[src/rtl/hazard_stall_ctrl_pkg.sv]
// rtl/hazard_stall_ctrl_pkg.sv - shared encodings and latencies for the hazard scheduler
package hazard_stall_ctrl_pkg;

  localparam int MULT_LAT_DEF = 5;
  localparam int DIV_LAT_DEF  = 10;
  localparam int MD_CNT_W     = 4;

  // Tuse: cycles until ID needs a source; 3 means the field is not read at all.
  localparam logic [1:0] TUSE_0    = 2'd0;
  localparam logic [1:0] TUSE_1    = 2'd1;
  localparam logic [1:0] TUSE_2    = 2'd2;
  localparam logic [1:0] TUSE_NONE = 2'd3;

  // Tnew: cycles until a producer's result can be forwarded.
  localparam logic [1:0] TNEW_0 = 2'd0;
  localparam logic [1:0] TNEW_1 = 2'd1;
  localparam logic [1:0] TNEW_2 = 2'd2;

endpackage

[src/rtl/hazard_stall_ctrl_md_busy_timer.sv]
// rtl/hazard_stall_ctrl_md_busy_timer.sv - mult/div busy countdown with reload on start
module md_busy_timer
  import hazard_stall_ctrl_pkg::*;
#(
  parameter int MULT_LAT = MULT_LAT_DEF,
  parameter int DIV_LAT  = DIV_LAT_DEF
) (
  input  logic clk_i,
  input  logic rst_ni,
  input  logic start_i,
  input  logic div_i,
  output logic busy_o
);

  logic [MD_CNT_W-1:0] md_cnt_q, md_cnt_d;

  // A start always reloads, even mid-countdown: the last start wins.
  always_comb begin
    md_cnt_d = md_cnt_q;
    if (start_i) begin
      md_cnt_d = div_i ? MD_CNT_W'(DIV_LAT) : MD_CNT_W'(MULT_LAT);
    end else if (md_cnt_q != '0) begin
      md_cnt_d = md_cnt_q - MD_CNT_W'(1);
    end
  end

  always_ff @(posedge clk_i or negedge rst_ni) begin
    if (!rst_ni) begin
      md_cnt_q <= '0;
    end else begin
      md_cnt_q <= md_cnt_d;
    end
  end

  assign busy_o = (md_cnt_q != '0);

endmodule

[src/rtl/hazard_stall_ctrl.sv]
// rtl/hazard_stall_ctrl.sv - Tuse/Tnew stall decision, bubble insertion and stall counter
module hazard_stall_ctrl
  import hazard_stall_ctrl_pkg::*;
#(
  parameter int MULT_LAT = MULT_LAT_DEF,
  parameter int DIV_LAT  = DIV_LAT_DEF,
  parameter int CNT_W    = 32
) (
  input  logic             clk,
  input  logic             reset,
  input  logic [4:0]       id_rs,
  input  logic [4:0]       id_rt,
  input  logic [1:0]       id_tuse_rs,
  input  logic [1:0]       id_tuse_rt,
  input  logic             id_is_md,
  input  logic [4:0]       ex_wa,
  input  logic [1:0]       ex_tnew,
  input  logic [4:0]       mem_wa,
  input  logic [1:0]       mem_tnew,
  input  logic             ex_md_start,
  input  logic             ex_md_div,
  output logic             pc_en,
  output logic             if_id_en,
  output logic             id_ex_clr,
  output logic             md_busy,
  output logic [CNT_W-1:0] stall_cnt
);

  logic data_stall_rs, data_stall_rt, md_stall, stall;
  logic [CNT_W-1:0] stall_cnt_q, stall_cnt_d;

  // $zero is never a real dependency, so it cannot stall even when a producer targets it.
  assign data_stall_rs = (id_rs != 5'd0) && (id_tuse_rs != TUSE_NONE) &&
                         (((id_rs == ex_wa)  && (id_tuse_rs < ex_tnew)) ||
                          ((id_rs == mem_wa) && (id_tuse_rs < mem_tnew)));

  assign data_stall_rt = (id_rt != 5'd0) && (id_tuse_rt != TUSE_NONE) &&
                         (((id_rt == ex_wa)  && (id_tuse_rt < ex_tnew)) ||
                          ((id_rt == mem_wa) && (id_tuse_rt < mem_tnew)));

  assign md_stall = id_is_md && (md_busy || ex_md_start);
  assign stall    = data_stall_rs || data_stall_rt || md_stall;

  assign pc_en     = !stall;
  assign if_id_en  = !stall;
  assign id_ex_clr = stall;

  md_busy_timer #(
    .MULT_LAT (MULT_LAT),
    .DIV_LAT  (DIV_LAT)
  ) u_md_busy_timer (
    .clk_i   (clk),
    .rst_ni  (reset),
    .start_i (ex_md_start),
    .div_i   (ex_md_div),
    .busy_o  (md_busy)
  );

  always_comb begin
    stall_cnt_d = stall_cnt_q;
    if (stall && (stall_cnt_q != '1)) begin
      stall_cnt_d = stall_cnt_q + CNT_W'(1);
    end
  end

  always_ff @(posedge clk or negedge reset) begin
    if (!reset) begin
      stall_cnt_q <= '0;
    end else begin
      stall_cnt_q <= stall_cnt_d;
    end
  end

  assign stall_cnt = stall_cnt_q;

endmodule

[config.mk]
export PLATFORM = sky130hd
export DESIGN_NAME = hazard_stall_ctrl
export DESIGN_NICKNAME = d
export VERILOG_FILES = /design/src/rtl/hazard_stall_ctrl_pkg.sv /design/src/rtl/hazard_stall_ctrl_md_busy_timer.sv /design/src/rtl/hazard_stall_ctrl.sv
export SDC_FILE = /design/constraint.sdc
export NUM_CORES = 1
export LEC_CHECK = 0
export BUFFER_PORTS_ARGS = -buffer_cell sky130_fd_sc_hd__buf_4
export CAP_MARGIN = 15
export CORE_ASPECT_RATIO = 1.4
export CORE_MARGIN = 10
export CORE_UTILIZATION = 55
export DETAILED_ROUTE_END_ITERATION = 7
export GPL_TIMING_DRIVEN = 0
export PLACE_DENSITY = 0.86
export SYNTH_ARGS = -nofsm -noshare
export SYNTH_HDL_FRONTEND = slang
export SYNTH_SLANG_ARGS = --single-unit
[constraint.sdc]
create_clock -name clk -period 3.61 [get_ports clk]
set_input_delay 0.1805 -clock clk [delete_from_list [all_inputs] [get_ports clk]]
set_output_delay 0.1805 -clock clk [all_outputs]
set_load 0.1 [all_outputs]
==> results of run 1 <==
==> logic make-up after synthesis <==
logic type,synth area share
and+or+nand+nor,0.2711
xor gates and xnor gates,0.1979
DFF,0.3991
AOI/OAI and AO/OA,0.05432
buffers and inverters,0.02439
adders and majority gates,0.03880
muxes,0.01441
==> worst paths after layout <==
kind,cells past startpoint,end,start,slack (ns)
worst max-delay path,11,pc_en,u_md_busy_timer.md_cnt_q[0]$_DFFE_PN0N_,0.79
worst min-delay path,2,u_md_busy_timer.md_cnt_q[0]$_DFFE_PN0N_,ex_md_div,0.09
worst max register to register,7,stall_cnt[1]$_DFFE_PN0P_,stall_cnt[0]$_DFFE_PN0P_,1.26
worst min register to register,1,stall_cnt[17]$_DFFE_PN0P_,stall_cnt[17]$_DFFE_PN0P_,0.49
max in group asynchronous,2,stall_cnt[10]$_DFFE_PN0P_,reset,2.92
min in group asynchronous,2,stall_cnt[30]$_DFFE_PN0P_,reset,0.37
==> report_power, final <==
| group | internal [mW] | switching [mW] |
|---|---|---|
| combinational | 0.179 | 0.513 |
| sequential | 0.458 | 0.0735 |
| clock | 0.131 | 0.135 |
==> layer usage <==
| layer | up-vias | part of all wire | global-route usage |
|---|---|---|---|
| met1 | 920 | 0.39 | 0.1760 |
| li1 | 939 | - | - |
| met5 | - | 0 | 0 |
| met2 | 89 | 0.50 | 0.3048 |
| met3 | 16 | 0.084 | 0.05046 |
| met4 | 0 | 0.029 | 0.07944 |
==> placed cells by master (no fill, tap or decap), types with 3 or more instances in the layout <==
master / Yosys / final
and3_2: 4 / 4
nor2_1: 5 / 5
nor4b_2: 3 / 3
xor2_1: 24 / 24
inv_1: 6 / 6
o21ai_0: 5 / 5
a21oi_1: 3 / 3
nand2b_1: 5 / 5
clkbuf_8: 0 / 5
and3_1: 8 / 8
nand2_1: 15 / 15
nor3_1: 4 / 4
buf_2: 5 / 5
a211oi_1: 4 / 4
nor4_1: 4 / 4
nand3_1: 15 / 15
ha_1: 7 / 7
xnor2_1: 27 / 27
nor2b_1: 3 / 3
nand4_1: 13 / 13
dfrtp_1: 36 / 36
buf_4: 1 / 69
==> through the flow <==
| step | hold WS (ns) | total power [mW] | instances | area (sq um) | setup slack [ns] |
|---|---|---|---|---|---|
| after global routing | 0.08974 | 1.557 | 341 | 2909 | 0.4794 |
| after floorplan | -0.1151 | 1.047 | 222 | 2257 | 0.004157 |
| after detailed placement | 0.1624 | 1.231 | 333 | 2821 | 1.064 |
| final | 0.08856 | 1.490 | 341 | 2909 | 0.7881 |
| after CTS | 0.08481 | 1.500 | 341 | 2909 | 0.7332 |
| after global placement | 0.1599 | 1.216 | 333 | 2821 | 1.078 |
==> registers in the layout, indices dropped and copies added (netlist names) <==
register	flops
stall_cnt	32
u_md_busy_timer.md_cnt_q	4
==> layout make-up <==
cell class,count,share of cell area
clock buffers,6,0.02495
multi-input cells,174,0.4473
plain buffers,6,0.01118
repair buffers,69,0.1789
clock inverters,1,0.001720
flip-flops and latches,36,0.3097
inverters,6,0.007742
well taps,43,0.01849
==> worst reg2reg max path: stages (launching register included) <==
cell and delay (ns):
dfrtp_1 0.41, ha_1 0.21, nand2_1 0.15, nor3_4 0.34, nor4b_2 0.45, nand2_1 0.17
nand2_1 0.16, mux2_2 0.35
==> what timing repair did <==
| item | CTS | global route |
|---|---|---|
| resized for setup | 0 | 0 |
| endpoints found under the hold margin | 36 | 0 |
| hold buffers | 1 | 0 |
==> impl_metrics.tcl, run 1 <==
set metrics [dict create \
    grt_pass1_wl_microns 9563 \
    period_share 0.7817 \
    coreArea_sq_um 3953 \
    first_global_vias 2044 \
    crit_path_end_kind "output port" \
    drc 0 \
    path_clk_slew_ns 0.06 \
    post-route-util 0.7360 \
    worst_pin_slew_ns 0.4440 \
    dr.pass1.iters 4 \
    worst_setup_path_start_kind "flop" \
    netlist_top_cells_area "dfrtp_1 40%, xnor2_1 10%, xor2_1 9.3%" \
    drtIter0Drc 51 \
    io_pins 69 \
    crit_slowest_cell "dfrtp_1" \
    yosysMostFrequentCell "dfrtp_1" \
    ys.flop_type "dfrtp_1" \
    yosys.cell_types.count 39 \
    drive_above_1_share 0.3221 \
    max-vdd-ir-drop_v 0.001081 \
    critical_path_class "reg -> out" \
    ys_seq_area_frac 0.3991 \
    async_flop_share 1.000 \
    tns_ns 0 \
    relSlewSlack 0.7032 \
    status "finished, final reports clean" \
    cp.required_ns 3.43 \
    cts_buffer_depth 2 \
    yosys_warnings 0 \
    track_usage 0.1704 \
    area_growth_pct 28.88 \
    maxCapViolations 0 \
    finClkSkew_ns 0.007354 \
    path_buf_inv 6 \
    gp_congestion 0.8470 \
    rsz0062_at_grt "no" \
    syn_avg_cell_area_sq_um 10.17 \
    nets 338 \
    gr-total-overflow 0 \
    tritoncts_num_sinks 36 \
    yosysTopAreaCell "dfrtp_1" \
    avgViaCountPerCell 5.760 \
    cts_made_buffers 5 \
    routed_wl_microns 5954 \
    power_density_nw_per_um2 512.1 \
    crit_top_cell "inv_1" \
    path_max_fanout 10 \
    syn_area_sq_um 2257 \
    clk_latency_ns 0.29 \
    fmax_ghz 0.3544 \
    finalCriticalPeriod_ns 2.822 \
    slowest_delay_ns 0.37 \
    synth_seq_cells 36 \
    cts_setup_buffers 0 \
    crit_arrival_ns 2.64 \
    path_cells "inv_1 -> ha_1 -> nor2b_1 -> nor2b_1 -> inv_1 -> o21ai_0 -> o221ai_2 -> buf_2 -> inv_1 -> buf_4 -> buf_4" \
    setup_viol 0 \
    cts_tree "built" \
    start_util 0.5711 \
    antennaDiodeCount 0 \
    multi_input_area_sq_um 1301 \
    nFillCells 314 \
    slew_viol_final 0 \
    ant_nets 0 \
    antenna_found_initial 0 \
    cts-root-buf "clkbuf_8" \
    hold_path_class "in -> reg" \
    synth_common_cells "36 x dfrtp_1, 27 x xnor2_1, 24 x xor2_1" \
    wire_per_inst_microns 17.46 \
    netlist.area_leader.share 0.3991 \
    syn_nets 262 \
    hold_viol_final 0 \
    die_x_microns 74.14 \
    num_vias 1964 \
    rows 27 \
    crit_family "buffers and inverters" \
    port_buffers 68 \
    grt_max_degree 37 \
    htreeDepth 2 \
    synth_edf_count 0 \
    leakage_nw 1.357 \
    die_h_microns 95.80 \
    die_area_sq_um 7103 \
    netlist_instances 222 \
    seq_area_sq_um 900.9 \
    hpwl_microns 4654 \
]
No activity file was read; power rests on OpenSTA's default activity.
==> run 2: changes to the inputs <==
--- a/config.mk
+++ b/config.mk
@@ -5,14 +5,15 @@
 export SDC_FILE = /design/constraint.sdc
 export NUM_CORES = 1
 export LEC_CHECK = 0
+export ABC_AREA = 1
 export BUFFER_PORTS_ARGS = -buffer_cell sky130_fd_sc_hd__buf_4
 export CAP_MARGIN = 15
 export CORE_ASPECT_RATIO = 1.4
 export CORE_MARGIN = 10
-export CORE_UTILIZATION = 55
+export CORE_UTILIZATION = 49
 export DETAILED_ROUTE_END_ITERATION = 7
 export GPL_TIMING_DRIVEN = 0
-export PLACE_DENSITY = 0.86
+export PLACE_DENSITY = 0.78
 export SYNTH_ARGS = -nofsm -noshare
 export SYNTH_HDL_FRONTEND = slang
 export SYNTH_SLANG_ARGS = --single-unit
==> constraint.sdc (replaced) <==
create_clock -name clk -period 2.3 [get_ports clk]
set_input_delay 0.115 -clock clk [delete_from_list [all_inputs] [get_ports clk]]
set_output_delay 0.115 -clock clk [all_outputs]
set_load 0.1 [all_outputs]
==> run 2 against run 1 <==
  * Worst setup slack worse by 0.66 ns
  * Global-route usage up 0.28 points
  * Utilization down 9.7 points
  * Non-clock buffer count up 7
  * Sequential power up 42%
  * Flip-flop and latch count unchanged
  * Synthesized area up 28%
  * Synthesized cell count up 100%
  * Worst hold slack worse by 0.066 ns
  * Clock skew down 0.0024 ns
  * Largest power group unchanged
  * Combinational power up 22%
  * Final cell count up 76%
==> impl_metrics.tcl, run 2 <==
set metrics [dict create \
    finClkSkew_ns 0.004933 \
    post-route-cell-area_sq_um 3695 \
    status "finished, final reports clean" \
    hold_path_class "in -> reg" \
    endpoint "pc_en" \
    largest_reg_flops 32 \
    stdcell_count 599 \
    crit_slowest_cell "dfrtp_1" \
    gp_congestion 0.9224 \
    grt_pass1_wl_microns 13750 \
    antennaDiodeCount 0 \
    drc 0 \
    area_growth_pct 28.28 \
    critical_path_class "reg -> out" \
    relSlewSlack 0.6940 \
    nFillCells 546 \
    num_vias 3031 \
    die_h_microns 110.7 \
    start_util 0.4983 \
    cts_buffer_depth 2 \
    worst_pin_slew_ns 0.4590 \
    yosysMostFrequentCell "nand2_1" \
    period_share 0.9445 \
    yosys.cell_types.count 25 \
    final_common_cell "nand2_1" \
    slew_viol_final 0 \
    mostFrequentLayoutCells "179 x nand2_1, 69 x buf_4, 51 x inv_1" \
    dp_cells 587 \
    path_max_fanout 10 \
    placed_cell_area_sq_um 3556 \
    r2r_end "stall_cnt[2]$_DFFE_PN0P_" \
    netlist_instances 449 \
    syn_nets 489 \
    slowest_delay_ns 0.37 \
    finalCriticalPeriod_ns 2.172 \
    first_global_vias 3086 \
    syn_area_sq_um 2880 \
    routed_wl_microns 8117 \
    yosys_warnings 0 \
    yosysTopAreaCell "dfrtp_1" \
    netlist_top_cells_area "dfrtp_1 31%, nand2_1 24%, inv_1 7.3%" \
    coreArea_sq_um 5781 \
    crit_path_end_kind "output port" \
    wire_per_inst_microns 13.55 \
    critPathLaunch "u_md_busy_timer.md_cnt_q[0]$_DFFE_PN0N_" \
    antenna_found_initial 0 \
    rows 33 \
    gr-total-overflow 0 \
    nets 568 \
    io_pins 69 \
    maxCapViolations 0 \
    setup_viol 0 \
    rsz0062_at_grt "no" \
    cts_tree "built" \
    post-route-util 0.6392 \
    max-vdd-ir-drop_v 0.0005081 \
    fin_ws_ns 0.1277 \
    crit_top_cell "buf_12" \
    multi_input_area_sq_um 1737 \
    htreeDepth 2 \
    synth_common_cells "181 x nand2_1, 56 x inv_1, 43 x nor2_1" \
    synth_edf_count 0 \
    r2r_start "u_md_busy_timer.md_cnt_q[0]$_DFFE_PN0N_" \
    hpwl_microns 6697 \
    power.total_mw 2.063 \
    netlist.area_leader.share 0.3128 \
    fmax_ghz 0.4603 \
    async_flop_share 1.000 \
    die_area_sq_um 9388 \
    track_usage 0.1732 \
    holdWs_ns 0.02285 \
    cp.required_ns 2.18 \
    rr_worst_depth 13 \
    path_cells "inv_2 -> ha_4 -> nand2_4 -> nor2_4 -> clkinvlp_4 -> nor2_2 -> inv_2 -> nand2_2 -> nand3_4 -> buf_12 -> clkinvlp_4 -> buf_12 -> buf_12" \
    ys.flop_type "dfrtp_1" \
    tritoncts_num_sinks 36 \
    reg2reg_slack_ns 0.31 \
    cts_made_buffers 5 \
    dr.pass1.iters 4 \
    clk_latency_ns 0.29 \
    cts-root-buf "clkbuf_8" \
    port_buffers 68 \
    path_clk_slew_ns 0.07 \
    tns_ns 0 \
    leakage_nw 1.934 \
    power_density_nw_per_um2 558.4 \
    synth_seq_cells 36 \
    syn_avg_cell_area_sq_um 6.415 \
    die_x_microns 84.80 \
    crit_arrival_ns 2.06 \
    worst_setup_path_start_kind "flop" \
    hold_viol_final 0 \
    drtIter0Drc 109 \
    ys_seq_area_frac 0.3128 \
    ant_nets 0 \
    drive_above_1_share 0.2042 \
    post-place-ws_ns 0.2424 \
    grt_max_degree 37 \
    avgViaCountPerCell 5.060 \
    seq_area_sq_um 903.4 \
]
-- run 2: worst min-delay path by stage --
stage / startpoint / endpoint / depth (start not counted) / slack [ns]
CTS: ex_md_div / u_md_busy_timer.md_cnt_q[2]$_DFFE_PN0N_ / 2 / 0.01
finish: ex_md_div / u_md_busy_timer.md_cnt_q[2]$_DFFE_PN0N_ / 2 / 0.02
global route: ex_md_div / u_md_busy_timer.md_cnt_q[2]$_DFFE_PN0N_ / 2 / 0.02
global placement: reset / stall_cnt[6]$_DFFE_PN0P_ / 1 / 0.1
floorplan: reset / stall_cnt[0]$_DFFE_PN0P_ / 0 / -0.18
detailed placement: reset / stall_cnt[7]$_DFFE_PN0P_ / 1 / 0.10
-- run 2: final cells by class --
class / instances / share of cell area
sequential: 36 / 0.2445
timing repair buffer: 72 / 0.1514
inverter: 57 / 0.05994
buffer: 10 / 0.02608
clock buffer: 8 / 0.02438
tap: 70 / 0.02370
multi-input combinational: 346 / 0.4700
-- run 2: layer usage --
metal / track usage / vias to the layer above / wire (microns) / part of all wire
met5: 0 / - / 0 / 0
met2: 0.3271 / 87 / 4364 / 0.54
met4: 0.08700 / 0 / 306 / 0.038
met1: 0.1623 / 1387 / 2925 / 0.36
li1: - / 1533 / - / -
met3: 0.04706 / 24 / 521 / 0.064
-- run 2: logic make-up after synthesis --
kind of cell               after synthesis  share of synthesized area
and+or+nand+nor                        289                     0.4270
DFF                                     36                     0.3128
xor gates and xnor gates                33                     0.1003
buffers and inverters                   67                    0.09818
adders and majority gates                7                    0.03041
AOI/OAI and AO/OA                       17                    0.03128
-- run 2: critical path, delay by kind of cell (launching register included) --
| family | cells | cell delay [ns] |
|---|---|---|
| buffers and inverters | 7 | 0.78 |
| and+or+nand+nor | 5 | 0.47 |
| DFF | 1 | 0.37 |
| adders and majority gates | 1 | 0.15 |
-- run 2: timing repair --
item                                    CTS  global route
gates cloned                              0             0
hold buffers                              1             0
pin swaps                                 0             0
setup buffers                             0             3
endpoints found under the hold margin    36             0
gates resized for setup                   4             0
endpoints found under the setup margin    2             2
-- run 2: report_power, final --
group / total [mW] / internal (mW) / switching, mW
Clock: 0.466 / 0.244 / 0.222
Combinational: 0.842 / 0.247 / 0.594
Sequential: 0.756 / 0.688 / 0.0677
Total: 2.06 / 1.18 / 0.884
